[src/rtl/res_tx.sv]
// Result transmitter: pops 16-bit results from the result FIFO and streams each
// as two bytes (MSB first) over a byte-wide valid/ready link, one frame per start.
module res_tx #(
  parameter int NUM_RESULTS = 1352,
  parameter int CNT_W       = 11
) (
  input  logic             clk,
  input  logic             rst,
  input  logic             start,
  input  logic             fifo_empty,
  input  logic [15:0]      fifo_data,
  output logic             fifo_renable,
  output logic [7:0]       tx_data,
  output logic             tx_valid,
  input  logic             tx_ready,
  output logic             busy,
  output logic             done,
  output logic [CNT_W-1:0] res_count
);

  localparam logic [2:0] S_IDLE    = 3'd0;
  localparam logic [2:0] S_FETCH   = 3'd1;
  localparam logic [2:0] S_SEND_HI = 3'd2;
  localparam logic [2:0] S_SEND_LO = 3'd3;
  localparam logic [2:0] S_DONE    = 3'd4;

  // Counter value while the final result of the frame is in SEND_LO.
  localparam logic [CNT_W-1:0] LAST_IDX = CNT_W'(NUM_RESULTS - 1);

  logic [2:0]       state_q, state_d;
  logic [15:0]      hold_q, hold_d;
  logic [CNT_W-1:0] cnt_q, cnt_d;
  logic             pop_s;

  assign pop_s = (state_q == S_FETCH) && !fifo_empty;

  // Next-state, hold-register and result-counter logic.
  always_comb begin
    state_d = state_q;
    hold_d  = hold_q;
    cnt_d   = cnt_q;
    case (state_q)
      S_IDLE: begin
        if (start) begin
          state_d = S_FETCH;
          cnt_d   = {CNT_W{1'b0}};
        end else begin
          state_d = S_IDLE;
        end
      end
      S_FETCH: begin
        if (pop_s) begin
          hold_d  = fifo_data;
          state_d = S_SEND_HI;
        end else begin
          state_d = S_FETCH;
        end
      end
      S_SEND_HI: begin
        if (tx_ready) begin
          state_d = S_SEND_LO;
        end else begin
          state_d = S_SEND_HI;
        end
      end
      S_SEND_LO: begin
        if (tx_ready) begin
          cnt_d = cnt_q + {{(CNT_W-1){1'b0}}, 1'b1};
          if (cnt_q == LAST_IDX) begin
            state_d = S_DONE;
          end else begin
            state_d = S_FETCH;
          end
        end else begin
          state_d = S_SEND_LO;
        end
      end
      S_DONE: begin
        state_d = S_IDLE;
      end
      default: begin
        state_d = S_IDLE;
      end
    endcase
  end

  // State, hold and counter registers; reset discards any held result.
  always_ff @(posedge clk or posedge rst) begin
    if (rst) begin
      state_q <= S_IDLE;
      hold_q  <= 16'd0;
      cnt_q   <= {CNT_W{1'b0}};
    end else begin
      state_q <= state_d;
      hold_q  <= hold_d;
      cnt_q   <= cnt_d;
    end
  end

  // Outputs decode straight from the state register, so they are all zero in reset.
  always_comb begin
    tx_valid = 1'b0;
    tx_data  = 8'd0;
    busy     = 1'b0;
    done     = 1'b0;
    case (state_q)
      S_FETCH: begin
        busy = 1'b1;
      end
      S_SEND_HI: begin
        busy     = 1'b1;
        tx_valid = 1'b1;
        tx_data  = hold_q[15:8];
      end
      S_SEND_LO: begin
        busy     = 1'b1;
        tx_valid = 1'b1;
        tx_data  = hold_q[7:0];
      end
      S_DONE: begin
        done = 1'b1;
      end
      default: begin
        busy = 1'b0;
      end
    endcase
  end

  assign fifo_renable = pop_s;
  assign res_count    = cnt_q;

endmodule

[config.mk]
export PLATFORM = sky130hd
export DESIGN_NAME = res_tx
export DESIGN_NICKNAME = d
export VERILOG_FILES = /design/src/rtl/res_tx.sv
export SDC_FILE = /design/constraint.sdc
export NUM_CORES = 1
export LEC_CHECK = 0
export ABC_AREA = 1
export CORE_MARGIN = 5
export CORE_UTILIZATION = 30
export DETAILED_ROUTE_END_ITERATION = 16
export PLACE_DENSITY_LB_ADDON = 0.12
export SLEW_MARGIN = 20
export SYNTH_ARGS = -nofsm -noshare
export SYNTH_HDL_FRONTEND = slang
export SYNTH_SLANG_ARGS = --single-unit
[constraint.sdc]
create_clock -name clk -period 2.7 [get_ports clk]
set_input_delay 0.54 -clock clk [delete_from_list [all_inputs] [get_ports clk]]
set_output_delay 0.54 -clock clk [all_outputs]
set_load 0.005 [all_outputs]
==> results of run 1 <==
[cell usage after synthesis (all sizes together)]
cell type | count | area share
nand3 | 14 | 0.050
o21ai | 20 | 0.066
and3 | 1 | 0.0050
nor3 | 6 | 0.023
nand3b | 1 | 0.0050
nand4 | 2 | 0.0083
nand2 | 55 | 0.14
inv | 28 | 0.070
nor2 | 21 | 0.056
o211ai | 1 | 0.0050
buf | 5 | 0.029
ha | 1 | 0.0083
a21oi | 4 | 0.013
o22ai | 3 | 0.012
dfrtp | 30 | 0.50
a22o | 1 | 0.0058
xor2 | 1 | 0.0058
[registers in the layout (all words and copies together), names as in the netlist]
register,flops
hold_q,16
res_count,11
state_q,3
[where the power goes]
| part | internal (mW) | switching, mW | total [mW] |
|---|---|---|---|
| combinational | 0.325 | 0.365 | 0.691 |
| clock | 0.177 | 0.158 | 0.335 |
| sequential | 0.598 | 0.0849 | 0.683 |
[critical path: cells and delay by family, from the launching register on]
kind | cells | cell delay, ps
AO/OA/AOI/OAI | 1 | 300
flip-flops | 1 | 440
buffers and inverters | 1 | 550
AND/OR/NAND/NOR | 2 | 400
[layer usage]
layer / GRT usage / routed length (um) / vias to the layer above / share of wire
met4: 0.04561 / 34 / 0 / 0.0092
met5: 0 / 0 / - / 0
met3: 0.04545 / 298 / 5 / 0.080
met1: 0.1630 / 1722 / 627 / 0.46
met2: 0.1831 / 1654 / 39 / 0.45
li1: - / - / 712 / -
[worst paths after layout]
path / cells after the start / to / startpoint
setup / recovery: 4 / tx_data[7] / state_q[2]
hold / removal: 2 / hold_q[15] / hold_q[15]
setup reg to reg: 7 / res_count[10] / state_q[0]
hold reg to reg: 2 / hold_q[15] / hold_q[15]
max in group asynchronous: 3 / res_count[10] / rst
min in group asynchronous: 3 / res_count[4] / rst
[metrics by stage]
stage | hold WS (ps) | setup slack [ps] | instances
after floorplan | 442.5 | 1038 | 194
final | 469.6 | 196.2 | 309
after detailed placement | 460.2 | 487.8 | 302
after global placement | 455.8 | 461.5 | 302
after global routing | 493.3 | 69.65 | 309
after CTS | 474.6 | 179.3 | 309
[cells by family after synthesis]
logic type                 share of synthesized area
DFF                                           0.4983
AOI/OAI and AO/OA                             0.1030
and+or+nand+nor                               0.2857
xor gates and xnor gates                    0.005815
adders and majority gates                   0.008304
buffers and inverters                        0.09884
[layout make-up]
| cell class | count | area (um^2) |
|---|---|---|
| clock buffer | 7 | 76.32 |
| fill | 495 | 2710 |
| inverter | 28 | 105.1 |
| multi-input combinational | 131 | 606.8 |
| sequential | 30 | 750.7 |
| tap | 67 | 83.83 |
| timing repair buffer | 46 | 452.9 |
==> results.md, run 1 <==
* Worst-margin pin slew at 426.8 ps
* TritonCTS Sinks at 30
* Clk buf depth at 2
* Worst path required time at 2160 ps
* Setup slack, reg-to-reg at 1080 ps
* Nets at 264
* Pin count of the biggest net entering global routing at 31
* Status: finished, final reports clean
* DR iter-0 viols at 47
* Proportion of layout cells with a drive suffix above 1 at 0.06198
* Chip Width at 80.86 um
* Most frequent cells in the layout: nand2_1, clkdlybuf4s50_1, dfrtp_1
* Remaining Overflow, GRT at 0
* Mean Syn Cell Area at 7.765 um^2
* Initial core utilization at 0.3148
* CTS tree: yes
* Pleak at 0.9562 nW
* CTS-repair resized insts at 0
* Clock Skews at 3.937 ps
* Total GRT Usage at 0.1232
* Drc violations at 0
* 1st-pass router iterations at 4
* Arr. time, crit path at 1960 ps
* Net Count, Synth at 216
* Fin crit share at 0.9273
* Setup Fix Bufs, Post-CTS at 0
* HPWL Detailed at 2.779 mm
* Setup CP Type: flip-flop to output pin
* Unique cell type count in the Yosys netlist at 23
* Via count at 1383
* FF+latch count, synth at 30
* Peak VDD IR at 0.3414 mV
* CTS Hold Bufs at 0
* Minimum clock period at 2504 ps
* MaxCap Viol Count at 0
* Pwr Total at 1.709 mW
* Vias in the first global route at 1361
* Cell area after synthesis at 1506 um^2
* RSZ-0062 raised after global routing: false
* Core Area at 4786 um^2
* Die footprint at 6538 um^2
* Synth warnings at 0
* CTS HTree Levels at 2
* TNS Setup at 0 ps
* Global-route wire length before repair at 6.203 mm
* Cell Area, Placed at 1999 um^2
* Port bufs at 43
* Crit. End Element: output pin
* CTS root buffer: clkbuf_8
* Setup crit start kind: flip-flop
* Post-layout util at 0.4337
* Crit-path max FO at 11
* FP Rows at 25
* Register area share after synthesis at 0.4983
* Final hold vios at 0
* DIE HEIGHT at 80.86 um
* Post-DRT Antenna Nets at 0
* Most common cell after layout, fill and taps aside: nand2_1
* Total CTS buffers at 5
* Crit-path max cell delay at 550 ps
* Ant. Diodes at 0
* RePlAce Congestion at 0.7314
* Wire per inst at 12.00 um
* Worst hold path type: flip-flop to flip-flop
* Critical path's slowest cell: clkdlybuf4s50_1
* Crit-path cells: nor2_2 -> nand2_1 -> o21ai_0 -> clkdlybuf4s50_1
* Initial antenna violation count at 0
* Top-Level Pins at 44
* Mapped Cells at 194
* F_max at 0.3994 GHz
* Design Area, Final at 2076 um^2
* Final setup viols at 0
* P&R area growth vs syn at 37.79%
* Via density at 4.476
* Later-pin clock latency in the skew report at 280 ps
* Clock-pin slew on the worst setup and hold paths at 60 ps
* Max_slew headroom at 0.7132
* Cell area power density at 823.1 nW/um^2
* Final wirelength at 3.708 mm
* Final Max Slew Viols at 0
(Power assumes the default switching activity.)
==> inputs of run 2 (changes only) <==
Settings changed: CORE_MARGIN 5 to unset.
==> run 2 against run 1 <==
Critical endpoint is now tx_data[4]. Total power increased by 6.3%. Sequential share of layout area is 0.56 points lower. Critical path type unchanged. Core utilization grew 0.68 points. Die area decreased by 19%. Critical path depth up 1. Clock skew is essentially flat.
==> results.md, run 2 (synthesis gave the netlist of run 1 again) <==
* RePlAce Congestion at 0.7337 (+0.31%)
* Total CTS buffers at 5 (unchanged)
* CTS-repair resized insts at 0 (unchanged)
* Flip-flop count of the largest register after layout at 16 (unchanged)
* Via count at 1367 (-1.2%)
* Crit-path max cell delay at 540 ps (about the same)
* Pin count of the biggest net entering global routing at 31 (unchanged)
* Via density at 4.410 (-1.5%)
* MaxCap Viol Count at 0 (unchanged)
* Most common cell after layout, fill and taps aside: nand2_1
* Final wirelength at 3.564 mm (-3.9%)
* Vias in the first global route at 1359 (-0.15%)
* Setup Fix Bufs, Post-CTS at 0 (unchanged)
* Crit. End Element: output pin
* F_max at 0.4021 GHz (+0.68%)
* Crit-path max FO at 11 (unchanged)
* Seq. cell area at 750.7 um^2 (unchanged)
* Initial antenna violation count at 0 (unchanged)
* DIE HEIGHT at 72.86 um (-9.9%)
* Worst path required time at 2160 ps (about the same)
* Peak VDD IR at 0.4208 mV (+23%)
* Fillcell total at 536 (+8.3%)
* CTS HTree Levels at 2 (unchanged)
* Final non-filler cell total at 310 (+0.32%)
* Drc violations at 0 (unchanged)
* Crit-path cells: inv_1 -> nor2_2 -> nand2_1 -> o21ai_0 -> clkdlybuf4s50_1
* Max_slew headroom at 0.7029 (-0.01035)
* Crit path max-delay family: buffers and inverters
* Most frequent cells in the layout: nand2_1, clkdlybuf4s50_1, dfrtp_1
* Fin crit share at 0.9210 (-0.006291)
* Status: finished, final reports clean
* Die footprint at 5309 um^2 (-19%)
* TritonCTS Sinks at 30 (unchanged)
* Worst hold path type: flip-flop to flip-flop
* Arr. time, crit path at 1950 ps (about the same)
* RSZ-0062 raised after global routing: false
* Setup CP Type: flip-flop to output pin
* Core Area at 4786 um^2 (unchanged)
* Final setup viols at 0 (unchanged)
* Post-DRT Antenna Nets at 0 (unchanged)
* Setup crit start kind: flip-flop
* P&R area growth vs syn at 39.95%
* FP Rows at 25 (unchanged)
* Ant. Diodes at 0 (unchanged)
* Top-Level Pins at 44 (unchanged)
* HPWL Detailed at 2.590 mm (-6.8%)
* CTS Hold Bufs at 0 (unchanged)
* Final hold vios at 0 (unchanged)
* Cell area power density at 861.7 nW/um^2 (+4.7%)
* Minimum clock period at 2487 ps (-16.99 ps)
* Port bufs at 43 (unchanged)
* Multi-input logic area at 606.8 um^2 (unchanged)
* CTS tree: yes
* Pwr Total at 1.817 mW (+6.3%)
* Number of cells after detailed placement at 302 (unchanged)
* 1st-pass router iterations at 4 (unchanged)
* Post-layout util at 0.4405 (+0.006798)
* Initial core utilization at 0.3148 (unchanged)
* Global-route wire length before repair at 6.072 mm (-2.1%)
* Nets at 264 (unchanged)
* DR iter-0 viols at 64 (+36%)
* Chip Width at 72.86 um (-9.9%)
* Remaining Overflow, GRT at 0 (unchanged)
* Clk buf depth at 2 (unchanged)
* Buf/Inv on CP at 2 (+1)
* Later-pin clock latency in the skew report at 280 ps (about the same)
* Proportion of layout cells with a drive suffix above 1 at 0.07407 (+0.01209)
* Pleak at 0.9757 nW (+2.0%)
* Clock Skews at 3.697 ps (-0.2395 ps)
* CTS root buffer: clkbuf_8
* Wire per inst at 11.50 um (-4.2%)
* Total GRT Usage at 0.1517 (+0.02850)
* Biggest register: hold_q
* Clock-pin slew on the worst setup and hold paths at 70 ps (about the same)
* Final Max Slew Viols at 0 (unchanged)
* Critical path's slowest cell: clkdlybuf4s50_1
* TNS Setup at 0 ps (unchanged)
* Worst-margin pin slew at 442.3 ps (+15.41 ps)
[run 2: per-stage QoR]
stage                     setup WS [ps]  cell area, um^2  hold WS [ps]
after detailed placement          517.8             1999         459.8
after floorplan                    1038             1506         442.5
after CTS                         195.2             2108         477.3
after global placement            478.4             1999         458.0
after global routing              44.53             2108         498.7
final                             213.2             2108         476.1
[run 2: cell type report]
cell class                 count  area share
multi-input combinational    131      0.2878
clock inverter                 3     0.01899
clock buffer                   5     0.03264
tap                           67     0.03976
inverter                      28     0.04985
timing repair buffer          46      0.2148
sequential                    30      0.3561
[run 2: worst min-delay path, cell delays in order (launching register included)]
cell	delay, ps
dfrtp_1	340
nand2_1	50
nand2_1	50
[run 2: where the power goes]
| part | leakage, nW | switching (mW) | total (mW) | internal (mW) |
|---|---|---|---|---|
| combinational | 0.530 | 0.363 | 0.689 | 0.326 |
| sequential | 0.388 | 0.0846 | 0.682 | 0.597 |
| clock | 0.0579 | 0.175 | 0.446 | 0.271 |
[run 2: worst paths after layout]
check | from | endpoint | slack [ps] | cells after the start
setup / recovery | state_q[1] | tx_data[4] | 210 | 5
setup reg to reg | state_q[0] | res_count[10] | 1110 | 7
hold reg to reg | hold_q[14] | hold_q[14] | 480 | 2
max in group asynchronous | rst | hold_q[8] | 1780 | 3
hold / removal | hold_q[14] | hold_q[14] | 480 | 2
min in group asynchronous | rst | hold_q[1] | 640 | 3
[run 2: metal layers]
metal / part of all wire / track usage / vias to the layer above
met1: 0.48 / 0.1983 / 615
met2: 0.46 / 0.2368 / 37
li1: - / - / 711
met4: 0.011 / 0.05882 / 0
met3: 0.052 / 0.04420 / 4
met5: 0 / 0 / -
==> inputs of run 3 (changes only) <==
Settings changed: ABC_AREA 1 to 0, CAP_MARGIN set to 20, SLEW_MARGIN 20 to 10.
==> run 3 against run 2 <==
Non-clock buffer count up 1. Combinational power up 17%. Synthesized cell count down 29%. Core utilization up 1.1 points. Critical path depth down 2. Die area up 4.0%. Sequential share of layout area down 1.5 points.
==> results.md, run 3 <==
* RePlAce Congestion at 0.7476 (+1.9%)
* Synth area leader: dfrtp_1
* Mapped Cells at 137 (-29%)
* Core Area at 4880 um^2 (+2.0%)
* Crit-path cells: or2b_1 -> nor2_1 -> clkdlybuf4s50_1
* FF+latch count, synth at 30 (unchanged)
* RSZ-0062 raised after global routing: false
* CTS HTree Levels at 2 (unchanged)
* Fin crit share at 0.9095 (-0.01157)
* Net Count, Synth at 159 (-26%)
* Worst-margin pin slew at 763.7 ps (+321.5 ps)
* Fillcell total at 478 (-11%)
* Top_reg_cell synth: dfrtp_1
* Status: finished, final reports clean
* Mean Syn Cell Area at 11.44 um^2 (+47%)
* Most common cell in the netlist: dfrtp_1
* Worst-case reg-to-reg path depth at 4 (-3)
* Most common cell after layout, fill and taps aside: clkdlybuf4s50_1
* Cell area after synthesis at 1568 um^2 (+4.1%)
* Vias in the first global route at 1299 (-4.4%)
* Setup Fix Bufs, Post-CTS at 0 (unchanged)
* Pleak at 0.9243 nW (-5.3%)
* Setup crit start kind: flip-flop
* P&R area growth vs syn at 40.38%
* 1st-pass router iterations at 4 (unchanged)
* Total CTS buffers at 5 (unchanged)
* Setup slack, reg-to-reg at 760 ps (-350 ps)
* Port bufs at 43 (unchanged)
* Crit. End Element: output pin
* Chip Width at 74.29 um (+2.0%)
* Top cells by area, synth: dfrtp_1, mux2i_1, mux2_4
* Wire per inst at 14.03 um (+22%)
* DR iter-0 viols at 53 (-17%)
* Setup CP Type: flip-flop to output pin
* Worst-case hold path end point: hold_q[11]
* Ant. Diodes at 0 (unchanged)
* Final hold vios at 0 (unchanged)
* Unique cell type count in the Yosys netlist at 36 (+57%)
* Pin count of the biggest net entering global routing at 31 (unchanged)
* Top cells by count, synth: dfrtp_1, mux2i_1, nor2_1
* Top-Level Pins at 44 (unchanged)
* Arr. time, crit path at 1920 ps (-30 ps)
* Worst path required time at 2160 ps (about the same)
* Final Max Slew Viols at 0 (unchanged)
* Final non-filler cell total at 251 (-19%)
* Max_slew headroom at 0.4837 (-0.2192)
* Area fraction of the dominant cell type after synthesis at 0.4789 (-0.01949)
* Critical path's slowest cell: dfrtp_1
* Clk buf depth at 2 (unchanged)
* Number of synthesized flops with an enable pin at 0 (unchanged)
* Total GRT Usage at 0.1455 (-0.006213)
* Seq. cell area at 750.7 um^2 (unchanged)
* Later-pin clock latency in the skew report at 280 ps (about the same)
* Post-DRT Antenna Nets at 0 (unchanged)
* Remaining Overflow, GRT at 0 (unchanged)
* Clock Skews at 6.984 ps (+3.286 ps)
* Via density at 4.892 (+11%)
* Nets at 205 (-22%)
* Hold_sp: hold_q[11]
* Peak VDD IR at 0.4136 mV (-1.7%)
* TritonCTS Sinks at 30 (unchanged)
* Biggest register: hold_q
* Number of cells after detailed placement at 243 (-20%)
* Worst hold path type: flip-flop to flip-flop
* Global-route wire length before repair at 5.934 mm (-2.3%)
* TNS Setup at 0 ps (unchanged)
* CTS Hold Bufs at 0 (unchanged)
* Most frequent cells in the layout: clkdlybuf4s50_1, dfrtp_1, mux2i_1
* Minimum clock period at 2456 ps (-31.23 ps)
* Worst r2r src: state_q[0]
* HPWL Detailed at 2.531 mm (-2.3%)
* CTS tree: yes
* WHS Path Cells at 1 (-1)
* Proportion of layout cells with a drive suffix above 1 at 0.1630 (+0.08897)
* Drc violations at 0 (unchanged)
* Initial antenna violation count at 0 (unchanged)
* Async S/R FF share, synth at 1.000 (unchanged)
* Clock-pin slew on the worst setup and hold paths at 70 ps (about the same)
* MaxCap Viol Count at 0 (unchanged)
* Initial core utilization at 0.3213 (+0.006511)
* Crit-path max FO at 9 (-2)
* Cell area power density at 954.3 nW/um^2 (+11%)
* Synth warnings at 0 (unchanged)
* Flip-flop count of the largest register after layout at 16 (unchanged)
* Final setup viols at 0 (unchanged)
* Final wirelength at 3.522 mm (-1.2%)
* Via count at 1228 (-10%)
* Multi-input logic area at 740.7 um^2 (+22%)
* CTS root buffer: clkbuf_8
* FP Rows at 25 (unchanged)
* DIE HEIGHT at 74.29 um (+2.0%)
* CTS-repair resized insts at 0 (unchanged)
* Crit-path max cell delay at 540 ps (about the same)
* Register area share after synthesis at 0.4789 (-0.01949)
* Die footprint at 5519 um^2 (+4.0%)
* F_max at 0.4072 GHz (+1.3%)
* RR Endpoint: res_count[4]
## run 3: cell types whose count changed in the layout (fill, tap and decap cells not counted), sizes merged, moves of 9 or more
cell,delta
mux2,+16
inv,-22
nand2,-46
mux2i,+13
o21ai,-16
nor2,-11
nand3,-9
## run 3: power by group
part / switching (mW) / internal [mW]
Combinational: 0.299 / 0.504
Clock: 0.171 / 0.394
Sequential: 0.132 / 0.601
Total: 0.602 / 1.50
## run 3: cells by family after synthesis
| group | share of synthesized area |
|---|---|
| adder cells (fa/ha/maj) | 0.007980 |
| AND/OR/NAND/NOR | 0.1876 |
| multiplexers | 0.2171 |
| buffers and inverters | 0.04868 |
| flip-flops | 0.4789 |
| AO/OA/AOI/OAI | 0.05986 |
## run 3: layout make-up
| type | count | area share |
|---|---|---|
| clock buffers | 6 | 0.03752 |
| clock inverters | 2 | 0.02729 |
| inverters | 6 | 0.01023 |
| multi-input cells | 93 | 0.3366 |
| flip-flops and latches | 30 | 0.3411 |
| well taps | 67 | 0.03809 |
| repair buffers | 47 | 0.2092 |
## run 3: how the worst max path moves through the flow
stage,start,to,depth (start not counted)
floorplan,state_q[1],fifo_renable,3
global placement,fifo_empty,fifo_renable,3
detailed placement,fifo_empty,fifo_renable,3
CTS,state_q[1],tx_data[5],3
global route,state_q[1],tx_data[0],3
finish,state_q[1],tx_data[5],3
## run 3: through the flow
stage / setup WS [ps] / total power [mW] / utilization / instance area, um^2 / hold slack (ps)
global placement: 254.1 / 1.530 / 0.4218 / 2058 / 489.0
detailed placement: 259.0 / 1.556 / 0.4218 / 2058 / 497.9
CTS: 228.7 / 2.133 / 0.4510 / 2201 / 516.0
floorplan: 932.9 / 1.240 / - / 1568 / 480.0
global route: 120.1 / 2.235 / 0.4510 / 2201 / 530.1
finish: 244.5 / 2.100 / 0.4510 / 2201 / 511.5
## run 3: worst max-delay path, delay by kind of cell, from the launching register on
kind | cells | cell delay, ps
simple gates | 2 | 580
flops | 1 | 540
buf+inv | 1 | 510
## run 3: metal layers
| layer | up-vias | routed length, um | GRT usage |
|---|---|---|---|
| met5 | - | 0 | 0 |
| met4 | 0 | 47 | 0.05451 |
| met3 | 5 | 168 | 0.04201 |
| met2 | 30 | 1741 | 0.2384 |
| met1 | 613 | 1565 | 0.1826 |
| li1 | 580 | - | - |
==> edit 1: new RTL, config.mk and constraints of run 2 <==
Set the parameter `CNT_W` to 22 (it was 11).
--- a/src/rtl/res_tx.sv
+++ b/src/rtl/res_tx.sv
@@ -2,7 +2,7 @@
 // as two bytes (MSB first) over a byte-wide valid/ready link, one frame per start.
 module res_tx #(
   parameter int NUM_RESULTS = 1352,
-  parameter int CNT_W       = 11
+  parameter int CNT_W       = 22
 ) (
   input  logic             clk,
   input  logic             rst,
Ports: changed (resized res_count); port bits go from 44 to 55. No check against the original RTL was run, so the function may have changed too.
==> edit 1 against run 2 <==
Critical path depth grew 1; die area grew 48%; critical path type unchanged; fmax grew 0.22%; synthesized area grew 50%; routed wire length grew 58%; worst setup slack gained 5.4 ps; design area grew 42%; sequential cell count grew 11; highest routed layer unchanged; count of clock-buffer cells in the layout grew 2; core utilization shrank 2.8 points; power grew 15%.
==> edit 1: results (changes against run 2) <==
vias per cell=4.58 (was 4.41); CP arrival=1940 ps; post_cts resized=0 (unchanged); Distinct cells, synth=26 (was 23); sequential area share after synthesis=45.5% (was 49.8%); status=finished clean (unchanged); HPWL after DPL=4150 um (was 2590 um); Slew headroom=63.9% (was 70.3%); Post-synth top cells=79 x nand2_1, 45 x inv_1, 44 x nor2_1 (was 54 x nand2_1, 30 x dfrtp_1, 27 x inv_1); gpl congestion=0.782 (was 0.734); leakage power=1.32 nW (was 0.976 nW); Sw Share=36.2% (was 34.2%); Worst path slowest cell=clkdlybuf4s50_1 (unchanged); Avg Inst Size Synth=7.34 um^2 (was 7.77 um^2); Area contributors post-synth=dfrtp_1 46%, nand2_1 13%, inv_1 7.5%, nor2_1 7.3%, o21ai_0 4.9% (was dfrtp_1 50%, nand2_1 13%, inv_1 6.7%, o21ai_0 6.6%, nor2_1 4.7%); clock latency on the worst-skew pair=290 ps; remaining global-route overflow=0 (unchanged); Max Fanout on Critical Path=7 (was 11); Fillers=782 (was 536); FFs w/ async S/R, synth=100% (unchanged); first-pass GRT wire length=9590 um (was 6070 um); H-tree levels=2 (unchanged); share of layout cells above drive strength 1=8.20% (was 7.41%); GRT Resource Usage Total=16.2% (was 15.2%); fin nets=388 (was 264); clk root buf=clkbuf_8 (unchanged); Placed Cells=458 (was 302); wire length reported by the detailed router=5640 um (was 3560 um); DRT iter0 DRCs=82 (was 64); Worst R2R Path Depth=9 (was 7); Largest register FFs=22 (was 16); pre-CTS setup slack=379 ps (was 518 ps); Buffers on Ports=54 (was 43); Non-Filler Instances=465 (was 310); Clock Skew=1.07 ps (was 3.70 ps)
edit 1: changes by cell type in the layout (fill, tap and decap cells not counted), sizes merged, moves of 2 or more:
cell,run 2,this run
o21ai,20,24
nand3,14,20
a21oi,4,6
clkbuf,5,7
nand4,2,9
inv,28,49
clkdlybuf4s50,43,54
nand2,55,81
o22ai,3,6
nor2,21,55
dfrtp,30,41
clkinv,2,0
edit 1: kinds of logic (layout without fill, tap and decap cells):
family,after synthesis,in the layout,share of synthesized area (%)
compound gates,38,38,8.99
fa+ha+maj,1,1,0.555
buf+inv,54,113,10.0
flops,41,41,45.5
simple gates,173,173,34.9
edit 1: cell type report:
class	count	area share, %
Clock buffer	7	2.89
Inverter	49	6.32
Multi-Input combinational cell	212	33.5
Sequential cell	41	34.3
Tap cell	99	4.14
Timing Repair Buffer	57	18.8
edit 1: metrics by stage:
stage	utilization (%)	power [mW]	cell area [um^2]	hold WS, ps
after floorplan	-	1.33	2250	449
after global placement	40.0	1.70	2900	497
after detailed placement	40.0	1.70	2900	482
after CTS	41.2	2.12	2990	500
after global routing	41.2	2.27	2990	535
final	41.2	2.09	2990	497
edit 1: worst reg2reg max path: stages (launching register included):
cell and delay, ps:
dfrtp_1 410, ha_1 240, inv_1 110, nor2_1 200, inv_1 60, nor2_1 170, nand2_1 90, nand2_1 70
nand2_1 40, nor2_1 90
edit 1: power by group through the flow:
stage | combinational [mW] | sequential [mW] | clock (mW)
finish | 0.831 | 0.838 | 0.419
global route | 0.953 | 0.858 | 0.457
CTS | 0.851 | 0.839 | 0.432
detailed placement | 0.848 | 0.848 | 0
global placement | 0.849 | 0.851 | 0
floorplan | 0.495 | 0.835 | 0
edit 1: worst paths after layout:
kind | startpoint | to | slack [ps]
min | hold_q[15] | hold_q[15] | 500
min in group asynchronous | rst | res_count[7] | 670
min reg2reg | hold_q[15] | hold_q[15] | 500
max | state_q[2] | tx_data[0] | 220
max in group asynchronous | rst | res_count[21] | 1640
max reg2reg | res_count[0] | res_count[8] | 1140
edit 1: metal layers:
metal	vias to the layer above	share of wire, %	track usage (%)
met5	-	0	0
met4	0	1.1	5.43
met3	4	6.4	3.73
met2	73	45	26.0
met1	968	47	21.5
li1	1085	-	-
==> edit 2: new RTL, config.mk and constraints of run 2 <==
Without the edit above. Take the reset off `hold_q` and load it in a clocked block of its own.
--- a/src/rtl/res_tx.sv
+++ b/src/rtl/res_tx.sv
@@ -88,13 +88,15 @@
   always_ff @(posedge clk or posedge rst) begin
     if (rst) begin
       state_q <= S_IDLE;
-      hold_q  <= 16'd0;
       cnt_q   <= {CNT_W{1'b0}};
     end else begin
       state_q <= state_d;
-      hold_q  <= hold_d;
       cnt_q   <= cnt_d;
     end
+  end
+
+  always_ff @(posedge clk) begin
+    hold_q <= hold_d;
   end
 
   // Outputs decode straight from the state register, so they are all zero in reset.
Formal check against the unedited RTL: no difference found for any inputs over 10 cycles, from zero or initial values and one cycle with rst high; that may be too few to reach the edited logic, so the function may still have changed.
==> edit 2 against run 2 <==
Power decreased by 17%; fmax up 3.3%; critical endpoint unchanged; worst setup slack improved by 81 ps; global-route usage decreased by 0.58 points; combinational power decreased by 19%; routed wire length decreased by 9.5%; count of clock-buffer cells in the layout grew 1; synthesized cell count fell by 21%; sequential cell count unchanged; cell count shrank 18%; design area shrank 6.9%; synthesized area decreased by 7.4%.
==> edit 2: results (changes against run 2) <==
HPWL after DPL=2330 um (was 2590 um); status=finished clean (unchanged); slowest stage delay, CP=490 ps (was 540 ps); vias=1197 (was 1367); Multi-input comb cells=106 (was 131); Area growth, synth to finish=40.7% (was 40.0%); hold path endpoint=res_count[0] (was hold_q[14]); hold_sp=res_count[0] (was hold_q[14]); drt wl/cell=12.7 um (was 11.5 um); routed wl met3=151 um (was 186 um); Distinct cells, synth=20 (was 23); GRT Resource Usage Total=14.6% (was 15.2%); GR Util met3=3.90% (was 4.42%); leakage power=0.795 nW (was 0.976 nW); area of the multi-input gates=484 um^2 (was 607 um^2); pre-CTS setup slack=450 ps (was 518 ps); Worst R2R Path Depth=8 (was 7); Fillers=420 (was 536); Signal buffers=45 (was 46); R2R Setup Slk=1190 ps (was 1110 ps); Layout non-clock buf frac=22.7% (was 21.5%); FFs w/ async S/R, synth=46.7% (was 100%); Inverters, non-clock=14 (was 28); slew of the pin with the lowest slew margin=572 ps (was 442 ps); Post-Syn Instances=153 (was 194); ys flop type=edfxtp_1 (was dfrtp_1)
-- edit 2: worst max path at each step --
stage              endpoint        from  slack, ps
3_5_place_dp   fifo_renable  fifo_empty        450
5_1_grt          tx_data[4]  state_q[1]        100
6_report         tx_data[4]  state_q[1]        290
4_1_cts          tx_data[4]  state_q[1]        150
3_3_place_gp   fifo_renable  fifo_empty        440
2_1_floorplan  fifo_renable  state_q[2]        790
-- edit 2: power breakdown --
group	switching [mW]	internal [mW]
clock	0.162	0.177
sequential	0.0458	0.569
combinational	0.293	0.264
total	0.501	1.01
-- edit 2: worst reg2reg max path: cells and delay by family (launching register included) --
family                   cells  cell delay, ps
flip-flops                   1             410
AND/OR/NAND/NOR              7             790
adder cells (fa/ha/maj)      1             190
-- edit 2: cells by family after synthesis --
logic type,after synthesis,share of synthesized area (%)
compound gates,15,5.83
fa+ha+maj,1,0.897
buf+inv,17,5.74
flops,30,59.6
simple gates,90,28.0
